`config.mk`:
```
export PLATFORM = sky130hd
export DESIGN_NAME = alu_sru_seq
export DESIGN_NICKNAME = d
export VERILOG_FILES = /design/src/rtl/alu_pkg.sv /design/src/rtl/alu_sru_seq_ctr.sv /design/src/rtl/alu_sru_seq.sv
export SDC_FILE = /design/constraint.sdc
export NUM_CORES = 1
export LEC_CHECK = 0
export ABC_AREA = 1
export ABC_CLOCK_PERIOD_IN_PS = 1600
export CORE_ASPECT_RATIO = 1.5
export CORE_MARGIN = 4
export CORE_UTILIZATION = 53
export CTS_CLUSTER_SIZE = 14
export DETAILED_ROUTE_END_ITERATION = 10
export DONT_BUFFER_PORTS = 1
export PLACE_DENSITY = 0.68
export SLEW_MARGIN = 25
export SYNTH_ARGS = -nofsm -noshare
export SYNTH_HDL_FRONTEND = slang
export SYNTH_SLANG_ARGS = --single-unit
```
`constraint.sdc`:
```
create_clock -name clk3 -period 1.6 [get_ports clk3]
set_input_delay 0.08 -clock clk3 [delete_from_list [all_inputs] [get_ports clk3]]
set_output_delay 0.08 -clock clk3 [all_outputs]
set_load 0.05 [all_outputs]
```
`src/rtl/alu_pkg.sv`:
```
// Shared encodings for the ALU shift/rotate unit: sequencer states and SRU op codes.
// Pure definitions; no logic, no latency, no flow control.
package alu_pkg;

    typedef enum logic [2:0] {
        S_IDLE  = 3'd0,
        S_START = 3'd1,
        S_SHIFT = 3'd2,
        S_FIN   = 3'd3,
        S_FAULT = 3'd4
    } state_e;

    // {rotate, arithmetic, right}
    localparam logic [2:0] SHL     = 3'b000;
    localparam logic [2:0] SHR     = 3'b001;
    localparam logic [2:0] ILLEGAL = 3'b010;
    localparam logic [2:0] ASR     = 3'b011;
    localparam logic [2:0] ROL     = 3'b100;
    localparam logic [2:0] ROR     = 3'b101;
    localparam logic [2:0] RLA     = 3'b110;
    localparam logic [2:0] RRA     = 3'b111;

    // Arithmetic left shift has no meaning on the SRU.
    function automatic logic is_illegal(input logic [2:0] cls);
        return cls == ILLEGAL;
    endfunction

endpackage

```
`src/rtl/alu_sru_seq_ctr.sv`:
```
// Clearable up-counter; hit_o flags that this increment lands exactly on cmp_i.
// Count updates one cycle after inc_i; hit_o is combinational; no backpressure.
module alu_sru_seq_ctr #(
    parameter int W = 5
) (
    input  logic         clk3,
    input  logic         nreset,
    input  logic         clr_i,
    input  logic         inc_i,
    input  logic [W-1:0] cmp_i,
    output logic         hit_o
);

    logic [W-1:0] cnt_q;
    logic [W-1:0] cnt_d;

    always_comb begin
        cnt_d = cnt_q;
        if (clr_i) begin
            cnt_d = '0;
        end else if (inc_i) begin
            cnt_d = cnt_q + W'(1);
        end
    end

    always_ff @(posedge clk3) begin
        if (nreset) begin
            cnt_q <= '0;
        end else begin
            cnt_q <= cnt_d;
        end
    end

    // Compare the post-increment value so the FSM can leave on the same edge.
    assign hit_o = inc_i && ((cnt_q + W'(1)) == cmp_i);

endmodule

```
`src/rtl/alu_sru_seq.sv`:
```
// Sequencer in front of the SRU: latches the op, pulses nstart, counts shift acks, reports done/err.
// go-to-done is 2 cycles for distance 0, else 2 + cycles to the last ack; go while busy is dropped.
module alu_sru_seq
    import alu_pkg::*;
#(
    parameter int TIMEOUT = 20,
    parameter int DW      = 4
) (
    input  logic          clk3,
    input  logic          nreset,
    input  logic          go,
    input  logic [DW+2:0] ir_op,
    input  logic          shift_ack,
    output logic          nstart,
    output logic          op_rotate,
    output logic          op_arithmetic,
    output logic          op_right,
    output logic [DW-1:0] op_dist,
    output logic          busy,
    output logic          done,
    output logic          err
);

    localparam int TW = $clog2(TIMEOUT + 1);

    state_e        state_q, state_d;
    logic [2:0]    cls_q, cls_d;
    logic [DW-1:0] dist_q, dist_d;
    logic          cnt_clr;
    logic          in_shift;
    logic          sh_hit;
    logic          to_hit;

    assign cnt_clr  = (state_q == S_START);
    assign in_shift = (state_q == S_SHIFT);

    alu_sru_seq_ctr #(.W(DW + 1)) u_shift_ctr (
        .clk3   (clk3),
        .nreset (nreset),
        .clr_i  (cnt_clr),
        .inc_i  (in_shift && shift_ack),
        .cmp_i  ({1'b0, dist_q}),
        .hit_o  (sh_hit)
    );

    alu_sru_seq_ctr #(.W(TW)) u_timeout_ctr (
        .clk3   (clk3),
        .nreset (nreset),
        .clr_i  (cnt_clr),
        .inc_i  (in_shift),
        .cmp_i  (TW'(TIMEOUT)),
        .hit_o  (to_hit)
    );

    always_comb begin
        state_d = state_q;
        cls_d   = cls_q;
        dist_d  = dist_q;
        case (state_q)
            S_IDLE: begin
                if (go) begin
                    cls_d   = ir_op[DW+2:DW];
                    dist_d  = ir_op[DW-1:0];
                    state_d = is_illegal(ir_op[DW+2:DW]) ? S_FAULT : S_START;
                end
            end
            S_START: state_d = (dist_q == '0) ? S_FIN : S_SHIFT;
            S_SHIFT: begin
                // Final ack takes priority over a coincident timeout.
                if (sh_hit) begin
                    state_d = S_FIN;
                end else if (to_hit) begin
                    state_d = S_FAULT;
                end
            end
            S_FIN:   state_d = S_IDLE;
            S_FAULT: state_d = S_IDLE;
            default: state_d = S_IDLE;
        endcase
    end

    always_ff @(posedge clk3) begin
        if (nreset) begin
            state_q <= S_IDLE;
            cls_q   <= '0;
            dist_q  <= '0;
        end else begin
            state_q <= state_d;
            cls_q   <= cls_d;
            dist_q  <= dist_d;
        end
    end

    assign nstart        = (state_q != S_START);
    assign busy          = (state_q == S_START) || (state_q == S_SHIFT);
    assign done          = (state_q == S_FIN);
    assign err           = (state_q == S_FAULT);
    assign op_rotate     = cls_q[2];
    assign op_arithmetic = cls_q[1];
    assign op_right      = cls_q[0];
    assign op_dist       = dist_q;

endmodule

```
==> results.tsv <==
metric	value	unit
period_needed	1.466	ns
timing.setup.critical_path_class	register to register	
drt-initial-drc-count	26	
drive_gt1_frac	0.1716	
synth_area_leader_cell	dfxtp_1	
clock-sinks	20	
hold_depth	5	
drt-met1-wl	993	um
grt_antenna_before_repair	0	
synth_area	0.001040	mm2
mappedNetlistNets	158	
yosys_warnings	0	
fin_nets	184	
r2r_slack	0.13	ns
totalWireLength	2476	um
postRouteAntennaNets	0	
clockBufferDepth	2	
drv_cap	0	
synth_top_area_share	0.3851	
ys_ff_latch	20	
synth-xor-area-share	0.03369	
synth_common_cells	nand2_1 (27), dfxtp_1 (20), inv_1 (20)	
vdd_drop_max	1243	uV
synth_seq_area_share	0.3851	
floorplan.rows	19	
worstReg2RegEnd	state_q[1]	
core	0.001854	mm2
cp.required	1.87	ns
synth_mux_area_frac	0	
synthCells	144	
grt_max_degree	12	
htreeDepth	1	
min_path_type	input port to register	
drcViolationCount	0	
p_clk_frac	0.131	
end_kind	register	
place_inst	176	
status	completed	
worstPathArrival	1.73	ns
die-area	0.002749	mm2
slew_headroom	0.8366	
syn_to_final_growth	25.63	%
cts-root-buf	clkbuf_4	
synthSimpleGateAreaFrac	0.3117	
timing.rr.start	u_shift_ctr.cnt_q[1]	
tns	0	ns
cts_buffers	3	
die_x	44.17	um
wl_met2	1347	um
max_freq	682.3	MHz
port_buffers	0	
dpl_worst_slack	0.1359	ns
clk_pin_slew	0.12	ns
final.setup_skew	0.005195	ns
fin_ws	0.1343	ns
combPwrFrac	0.547	
track_usage	0.1944	
power_density	1803	mW/mm2
synth_edf_count	0	
avgSynthCellArea	7.220	um2
holdPathEnd	state_q[2]	
rsz0062_at_grt	false	
synth.top_cells.by_area	dfxtp_1 (39%), nand2_1 (9.7%), inv_1 (7.2%), a21oi_1 (5.8%), nand3_1 (5.8%)	
wl_met3	86	um
fin_util	0.7045	
synth.distinct_cells	26	
p_int	1.208	mW
holdCritStartpoint	ir_op[6]	
clk_latency	0.31	ns
worstMarginPinSlew	0.2446	ns
pwr-share-seq	0.322	
wire_per_inst	13.03	um
synth_top_family_by_area	simple AND/OR/NAND/NOR gates	
initial_core_util	0.5607	
p_switching	1.147	mW
pin_count	22	
grt_pass1_vias	981	
hold_ws	0.01291	ns
rr_worst_depth	12	
grt.overflow.total	0	
slew_viol_final	0	
synthAdderAreaFrac	0.03610	
crit_fanout	5	
diodes	0	
vias	1003	
dp_hpwl	1768	um
vias_per_cell	5.279	
setup_violations	0	
p_leak	0.5854	nW
ys.flop_type	dfxtp_1	
hold_violations	0	
stdcell_count	190	
min_period_over_period	0.9161	
dr.pass1.iters	4	
grt_first_pass_wirelength	4084	um
synth_compound_area_frac	0.1516	
startpoint_type	register	
die_y	62.25	um
netSwitchingFraction	0.4871	
synth-async-reset-ratio	0	
dr.max_layer_used	met4	
cts_tree	yes	
synth.most_common_cell	nand2_1	
gp_congestion	0.8296	
[cell families (layout without fill, tap and decap cells)]
kind of cell,Yosys count,count (layout)
buffers and inverters,22,47
AND/OR/NAND/NOR,66,66
adder cells (fa/ha/maj),3,3
AO/OA/AOI/OAI,29,29
flip-flops,20,20
XOR/XNOR,4,4
[worst max-delay path, stage by stage, from the launching register on]
cell and delay (ns):
dfxtp_2 0.38, ha_1 0.20, inv_1 0.05, nand2_1 0.07, nand2_1 0.08, nand2_1 0.06, nand2_1 0.04, nor2_1 0.10
nand3_2 0.11, and2_1 0.16, nand2_1 0.06, nand2_1 0.05, inv_1 0.05
[timing repair]
action | CTS | global route
resized for setup | 0 | 4
hold buffers | 9 | 0
hold endpoints to repair | 9 | 0
endpoints found under the setup margin | 0 | 7
buffers inserted | 0 | 1
[flip-flops by register name, summed over array words and instances (netlist names)]
register,count
u_shift_ctr.cnt_q,5
u_timeout_ctr.cnt_q,5
op_dist,4
cls_q,3
state_q,3
[per-stage QoR]
step           instance area, um2  total power [mW]
6_report                     1306             2.355
5_1_grt                      1306             2.529
4_1_cts                      1287             2.301
3_5_place_dp                 1161             1.977
3_3_place_gp                 1161             1.951
2_1_floorplan                1047             1.674
[power by group through the flow]
stage	Sequential, mW	Combinational (mW)	Clock [mW]
CTS	0.757	1.23	0.311
global route	0.779	1.41	0.339
finish	0.758	1.29	0.309
floorplan	0.924	0.750	0
global placement	0.764	1.19	0
detailed placement	0.770	1.21	0
[layer usage]
layer / vias up / global-route usage
met4: 0 / 0.09057
met1: 445 / 0.2054
met5: - / 0
li1: 532 / -
met2: 21 / 0.3558
met3: 5 / 0.02601
[worst max-delay path by stage]
stage / end / start / cells after the start
6_report: state_q[1] / u_shift_ctr.cnt_q[1] / 12
5_1_grt: state_q[1] / u_shift_ctr.cnt_q[1] / 9
4_1_cts: busy / state_q[1] / 6
3_5_place_dp: state_q[1] / u_shift_ctr.cnt_q[1] / 12
3_3_place_gp: state_q[1] / u_shift_ctr.cnt_q[1] / 12
2_1_floorplan: done / state_q[0] / 2
[cell usage in the layout (no fill, tap or decap), types with 2 or more instances in the layout]
cell type,n
a21oi_1,12
buf_4,12
buf_6,2
clkbuf_4,3
dfxtp_1,19
dlygate4sd3_1,9
ha_1,3
inv_1,20
nand2_1,25
nand2_2,4
nand3_1,11
nand3_2,3
nand4_1,7
nor2_1,9
nor3_1,2
o21ai_0,11
xnor2_1,2
xor2_1,2
[final cells by class]
class / count / area [um2]
Fill cell: 155 / 548.0
Multi-Input combinational cell: 102 / 564.3
Tap cell: 21 / 26.28
Timing Repair Buffer: 23 / 202.7
Sequential cell: 20 / 401.6
Clock buffer: 4 / 36.28
Inverter: 20 / 75.07
Note: power is estimated with default switching activity, not from simulation.
